===== src/rtl/image_loader_pkg.sv =====
// Shared image-buffer constants used by the loader, the image RAM and the inference FSM.
package image_loader_pkg;

  localparam int         IMG_NUM_PIXELS     = 784;
  localparam int         IMG_ADDR_W         = 10;
  localparam logic [7:0] IMG_SYNC_BYTE      = 8'hAA;
  localparam int         IMG_TIMEOUT_CYCLES = 1000000;

  // Width of a counter that must reach max_val - 1; never narrower than one bit.
  function automatic int cnt_width(input int max_val);
    return (max_val > 1) ? $clog2(max_val) : 1;
  endfunction

endpackage


===== src/rtl/image_loader_byte_timeout_counter.sv =====
// Inter-byte idle counter: clears on demand, counts while enabled, flags expiry at its terminal count.
module byte_timeout_counter
  import image_loader_pkg::*;
#(
  parameter int TIMEOUT_CYCLES = IMG_TIMEOUT_CYCLES
) (
  input  logic clk_i,
  input  logic rst_ni,
  input  logic clear_i,
  input  logic enable_i,
  output logic expired_o
);

  localparam int               CNT_W    = cnt_width(TIMEOUT_CYCLES);
  localparam logic [CNT_W-1:0] CNT_LAST = CNT_W'(TIMEOUT_CYCLES - 1);

  logic [CNT_W-1:0] cnt_q;
  logic [CNT_W-1:0] cnt_d;

  // Next count: clear wins, then saturating increment at the terminal value.
  always_comb begin
    cnt_d = cnt_q;
    if (clear_i) begin
      cnt_d = '0;
    end else if (enable_i && (cnt_q != CNT_LAST)) begin
      cnt_d = cnt_q + CNT_W'(1);
    end else begin
      cnt_d = cnt_q;
    end
  end

  // Count register.
  always_ff @(posedge clk_i or negedge rst_ni) begin
    if (!rst_ni) begin
      cnt_q <= '0;
    end else begin
      cnt_q <= cnt_d;
    end
  end

  assign expired_o = (cnt_q == CNT_LAST);

endmodule


===== src/rtl/image_loader.sv =====
// Image RAM writer: waits for a sync byte, stores the following pixel bytes, then holds
// image_ready until the consumer acknowledges. A stalled stream aborts the load.
module image_loader
  import image_loader_pkg::*;
#(
  parameter int         NUM_PIXELS     = IMG_NUM_PIXELS,
  parameter int         ADDR_W         = IMG_ADDR_W,
  parameter logic [7:0] SYNC_BYTE      = IMG_SYNC_BYTE,
  parameter int         TIMEOUT_CYCLES = IMG_TIMEOUT_CYCLES
) (
  input  logic              clk,
  input  logic              rst_n,
  input  logic              rx_valid,
  input  logic [7:0]        rx_data,
  output logic [ADDR_W-1:0] ram_wr_addr,
  output logic [7:0]        ram_wr_data,
  output logic              ram_wr_en,
  output logic              image_ready,
  input  logic              image_ack,
  output logic              loading,
  output logic              load_error
);

  typedef enum logic [1:0] {
    ST_IDLE  = 2'd0,
    ST_LOAD  = 2'd1,
    ST_READY = 2'd2
  } load_state_e;

  localparam logic [ADDR_W-1:0] LAST_PIX = ADDR_W'(NUM_PIXELS - 1);

  load_state_e       state_q, state_d;
  logic [ADDR_W-1:0] pix_cnt_q, pix_cnt_d;
  logic [ADDR_W-1:0] wr_addr_q, wr_addr_d;
  logic [7:0]        wr_data_q, wr_data_d;
  logic              wr_en_q, wr_en_d;
  logic              ready_q, ready_d;
  logic              loading_q, loading_d;
  logic              error_q, error_d;
  logic              in_load_s;
  logic              tmo_expired_s;
  logic              tmo_clear_s;
  logic              tmo_enable_s;

  assign in_load_s    = (state_q == ST_LOAD);
  // Counter only runs while loading; any accepted byte restarts the window.
  assign tmo_clear_s  = !in_load_s || rx_valid;
  assign tmo_enable_s = in_load_s && !rx_valid;

  byte_timeout_counter #(
    .TIMEOUT_CYCLES(TIMEOUT_CYCLES)
  ) u_timeout (
    .clk_i    (clk),
    .rst_ni   (rst_n),
    .clear_i  (tmo_clear_s),
    .enable_i (tmo_enable_s),
    .expired_o(tmo_expired_s)
  );

  // State, pixel counter and all registered outputs.
  always_ff @(posedge clk or negedge rst_n) begin
    if (!rst_n) begin
      state_q   <= ST_IDLE;
      pix_cnt_q <= '0;
      wr_addr_q <= '0;
      wr_data_q <= 8'h00;
      wr_en_q   <= 1'b0;
      ready_q   <= 1'b0;
      loading_q <= 1'b0;
      error_q   <= 1'b0;
    end else begin
      state_q   <= state_d;
      pix_cnt_q <= pix_cnt_d;
      wr_addr_q <= wr_addr_d;
      wr_data_q <= wr_data_d;
      wr_en_q   <= wr_en_d;
      ready_q   <= ready_d;
      loading_q <= loading_d;
      error_q   <= error_d;
    end
  end

  // Next-state decode. In LOAD an arriving byte beats a simultaneous timeout expiry.
  always_comb begin
    state_d = state_q;
    case (state_q)
      ST_IDLE: begin
        if (rx_valid && (rx_data == SYNC_BYTE)) begin
          state_d = ST_LOAD;
        end else begin
          state_d = ST_IDLE;
        end
      end
      ST_LOAD: begin
        if (rx_valid && (pix_cnt_q == LAST_PIX)) begin
          state_d = ST_READY;
        end else if (!rx_valid && tmo_expired_s) begin
          state_d = ST_IDLE;
        end else begin
          state_d = ST_LOAD;
        end
      end
      ST_READY: begin
        if (image_ack) begin
          state_d = ST_IDLE;
        end else begin
          state_d = ST_READY;
        end
      end
      default: begin
        state_d = ST_IDLE;
      end
    endcase
  end

  // Output and datapath next values, registered above so every output lags its cause by one edge.
  always_comb begin
    wr_en_d   = in_load_s && rx_valid;
    wr_addr_d = wr_addr_q;
    wr_data_d = wr_data_q;
    pix_cnt_d = pix_cnt_q;
    if (wr_en_d) begin
      wr_addr_d = pix_cnt_q;
      wr_data_d = rx_data;
      if (pix_cnt_q == LAST_PIX) begin
        pix_cnt_d = '0;
      end else begin
        pix_cnt_d = pix_cnt_q + ADDR_W'(1);
      end
    end else if (state_q == ST_IDLE) begin
      pix_cnt_d = '0;
    end else begin
      pix_cnt_d = pix_cnt_q;
    end
    ready_d   = (state_d == ST_READY);
    loading_d = (state_d == ST_LOAD);
    error_d   = in_load_s && !rx_valid && tmo_expired_s;
  end

  assign ram_wr_addr = wr_addr_q;
  assign ram_wr_data = wr_data_q;
  assign ram_wr_en   = wr_en_q;
  assign image_ready = ready_q;
  assign loading     = loading_q;
  assign load_error  = error_q;

endmodule


===== config.mk =====
export PLATFORM = sky130hd
export DESIGN_NAME = image_loader
export DESIGN_NICKNAME = d
export VERILOG_FILES = /design/src/rtl/image_loader_pkg.sv /design/src/rtl/image_loader_byte_timeout_counter.sv /design/src/rtl/image_loader.sv
export SDC_FILE = /design/constraint.sdc
export NUM_CORES = 1
export LEC_CHECK = 0
export BUFFER_PORTS_ARGS = -buffer_cell sky130_fd_sc_hd__buf_2
export CAP_MARGIN = 20
export CORE_MARGIN = 2
export CORE_UTILIZATION = 62
export CTS_CLUSTER_DIAMETER = 100
export DETAILED_ROUTE_END_ITERATION = 8
export PLACE_DENSITY = 0.88
export SLEW_MARGIN = 20
export SYNTH_ARGS = -nofsm -noshare
export SYNTH_HDL_FRONTEND = slang
export SYNTH_HIERARCHICAL = 1
export SYNTH_SLANG_ARGS = --single-unit

===== constraint.sdc =====
create_clock -name clk -period 3.55 [get_ports clk]
set_clock_uncertainty 0.05 [all_clocks]
set_input_delay 0.1775 -clock clk [delete_from_list [all_inputs] [get_ports clk]]
set_output_delay 0.1775 -clock clk [all_outputs]
set_load 0.03 [all_outputs]

==> metrics.csv <==
stage;metric;value;unit
yosys;synth.cell_area;0.00268;mm²
power;ir_drop;0.489;mV
global_route;grt_usage;23.3;%
yosys;synth_top_area_cell;dfrtp_1;
setup_path;rrSetupSlack;1.20;ns
placement;dp_hpwl;3.69;mm
sta;period_minus_slack;2.35;ns
yosys;yosysUniqueCellTypes;52;
die;rows;23;
power;seqPwrFrac;51.0;%
setup_path;cpPeakStageDelay;0.52;ns
status;status;completed;
setup_path;crit_path_end_kind;flop;
worst_hold_path;whs_path_depth;3;
setup_path;crit_chain;nand2b_1 > or2_1 > inv_2 > o21ai_4 > or4_1 > a21oi_1;
yosys;synth_nets;288;
placement;dp_worst_setup_slack;1.23;ns
global_route;grt_pass1_wl;9.09;mm
sta;setup_viol;0;
setup_path;rr_endpoint;u_timeout/cnt_q[14];
yosys;synth_edf_count;0;
routing;drc;0;
clock_network;post-cts-setup-buffers;0;
routing;wire_per_inst;14.7;µm
cells_and_area;fin_nets;320;
worst_hold_path;hp-start;rx_data[6];
yosys;ys_ff_latch;54;
routing;routed_wl;5.25;mm
clock_network;clk_pin_slew;0.09;ns
clock_network;htreeDepth;2;
die;core_area;0.00409;mm²
yosys;synth-main-ff-cell;dfrtp_1;
die;initial_core_util;65.5;%
clock_network;tritoncts;done;
routing;drt_iter0_drc;127;
setup_path;path_buf_inv;1;
cells_and_area;drive_above_1_share;18.9;%
routing;ant_nets;0;
yosys;synth_top_area_share;50.5;%
setup_path;cp.arrival;2.53;ns
power;switching_share;30.5;%
cells_and_area;antenna_cells;0;
global_route;grt_pass1_vias;2085;
yosys;avgSynthCellArea;9.76;µm²
power;p_per_area;459;mW/mm²
routing;num_vias;2102;
cells_and_area;area.growth.synth_to_final;10.9;%
yosys;ys_warn_count;6;
setup_path;worst-endpoint-required;3.72;ns
sta;slew_viol_final;0;
global_route;antenna_found_initial;0;
clock_network;clkLatencyLatePin;0.31;ns
sta;fmax;425;MHz
clock_network;cts_buffer_depth;2;
setup_path;timing.rr.start;state_q[0];
setup_path;crit_slowest_cell;or4_1;
die;die_x;69.7;µm
clock_network;clock_sinks;54;
sta;maxSlewHeadroom;46.5;%
setup_path;crit_family;simple AND/OR/NAND/NOR gates;
setup_path;r2r_cells;6;
yosys;synth_seq_area_share;50.5;%
cells_and_area;final_area;0.00297;mm²
sta;setup_tns;0;ns
cells_and_area;n_fill_cell;297;
placement;placed_area;0.00285;mm²
sta;fin_ws;1.20;ns
clock_network;root_buffer;clkbuf_8;
sta;post-route-period-util;66.3;%
yosys;async_flop_share;100;%
sta;hold_viol_final;0;
power;p_switching;0.000416;W
worst_hold_path;holdPathEnd;ram_wr_data[6];
power;p_int;0.000945;W
placement;dp.cells;348;
cells_and_area;finalNonFillerCells;357;
setup_path;crit_fanout;24;
power;p_comb_share;19.6;%
global_route;overflow;0;
clock_network;numCtsBuffers;5;
setup_path;worstSetupPathType;reg -> reg;
die;ios;34;
power;leakagePower;1.41;nW
global_route;grt_max_degree;55;
routing;firstDrtPassIters;4;
power;pwr-share-clk;29.5;%
die;die_area;0.00486;mm²
placement;gp_congestion;0.784;
routing;vias_per_cell;5.89;
setup_path;critPathLaunchType;flop;
worst_hold_path;hold_class;in -> reg;
placement;port_buffers;33;
run;drv_cap;0;
sta;rsz0062_at_grt;no;
power;power.total;0.00136;W
yosys;synthTopCellsByArea;dfrtp_1, nand2_1, nor2_1;
yosys;syn_inst;274;
sta;tightest_slew;0.803;ns
setup_path;worstSetupStartpoint;state_q[0];
die;die_y;69.7;µm
[logic make-up (layout without fill, tap and decap cells)]
group / Yosys count / in the layout / synth area share, %
flops: 54 / 54 / 50.5
mux: 3 / 3 / 1.17
compound gates: 43 / 43 / 11.0
xor+xnor: 12 / 12 / 3.93
fa+ha+maj: 2 / 2 / 0.935
simple gates: 147 / 147 / 29.7
buf+inv: 13 / 46 / 2.76
[synth_stat cells, types with 2 or more instances]
cell / count
nand3_1: 12
nor3_1: 4
o31ai_1: 6
or4_1: 4
and2_1: 3
nand4_1: 5
xnor2_1: 4
nand2_1: 65
a21oi_1: 7
and4_2: 2
and3_1: 4
o221ai_1: 2
ha_1: 2
nor2_1: 24
o21ai_1: 8
nand2b_1: 2
dfrtp_1: 54
mux2i_1: 2
buf_6: 2
nor4_1: 2
inv_2: 2
nor2b_1: 3
xor2_1: 8
o21ai_0: 7
or3_2: 2
o211ai_1: 2
a22o_1: 3
or3_1: 2
clkbuf_1: 7
a31oi_1: 2
[layer usage]
| layer | track usage (%) | wire length (µm) | vias to the layer above |
|---|---|---|---|
| met1 | 30.8 | 2380 | 1004 |
| met5 | 0 | 0 | - |
| met2 | 37.6 | 2500 | 78 |
| li1 | - | - | 1018 |
| met4 | 7.26 | 29 | 0 |
| met3 | 6.40 | 332 | 2 |
[flip-flops by register name, indices dropped and copies added, names as in the netlist]
signal	flops
image_ready	1
ram_wr_addr	10
u_timeout/cnt_q	20
loading	1
load_error	1
pix_cnt_q	10
ram_wr_en	1
state_q	2
ram_wr_data	8
[worst max-delay path by stage]
| stage | endpoint | slack [ns] | cells after the start |
|---|---|---|---|
| after floorplan | u_timeout/cnt_q[17] | 1.62 | 8 |
| after global placement | u_timeout/cnt_q[17] | 1.31 | 6 |
| after detailed placement | u_timeout/cnt_q[14] | 1.23 | 6 |
| after CTS | u_timeout/cnt_q[14] | 1.22 | 6 |
| after global routing | u_timeout/cnt_q[17] | 1.02 | 6 |
| final | u_timeout/cnt_q[14] | 1.20 | 6 |
[layout by cell type, fill, tap and decap left out, drive strengths merged, types with 2 or more instances in the layout]
| cell | instances |
|---|---|
| ha | 2 |
| nor2 | 24 |
| o211ai | 2 |
| and4bb | 2 |
| nand2 | 66 |
| nand2b | 2 |
| and4 | 3 |
| xnor2 | 4 |
| a22o | 3 |
| clkbuf | 6 |
| a31oi | 2 |
| a21oi | 7 |
| or3 | 4 |
| dfrtp | 54 |
| mux2i | 2 |
| nand4 | 6 |
| and3 | 4 |
| o21ai | 16 |
| nor2b | 3 |
| and2 | 3 |
| o31ai | 7 |
| inv | 3 |
| nand3 | 12 |
| or4 | 4 |
| o221ai | 2 |
| nor3 | 5 |
| buf | 34 |
| xor2 | 8 |
| nor4 | 3 |
[repair_timing]
item | in CTS | in global routing
endpoints found under the hold margin | 54 | 0
hold buffers | 1 | 0
resized for setup | 0 | 0
[metrics by stage]
stage | hold slack [ns] | util [%]
after global routing | 0.0246 | 72.6
final | 0.0281 | 72.6
after floorplan | -0.168 | -
after detailed placement | 0.282 | 69.7
after global placement | 0.284 | 69.7
after CTS | 0.0208 | 72.6
[power by group through the flow]
stage	Combinational (W)	Sequential, W	Clock [W]
finish	0.000266	0.000694	0.000401
detailed placement	0.000269	0.000703	0
CTS	0.000269	0.000694	0.000411
global placement	0.000259	0.000704	0
global route	0.000288	0.000702	0.000436
floorplan	0.0000866	0.000802	0
[cell type report]
type	instances	area, µm²	area share [%]
clock buffer	6	72.6	2.45
clock inverter	2	37.5	1.26
inverter	3	11.3	0.379
multi-input combinational	207	1250	42.1
sequential	54	1350	45.5
tap	50	62.6	2.11
timing repair buffer	35	183	6.16
[tightest hold or removal path, stage by stage]
cell and delay (ns):
buf_2 0.09, nand2_1 0.04, nand2_1 0.04
(Power assumes the default switching activity.)
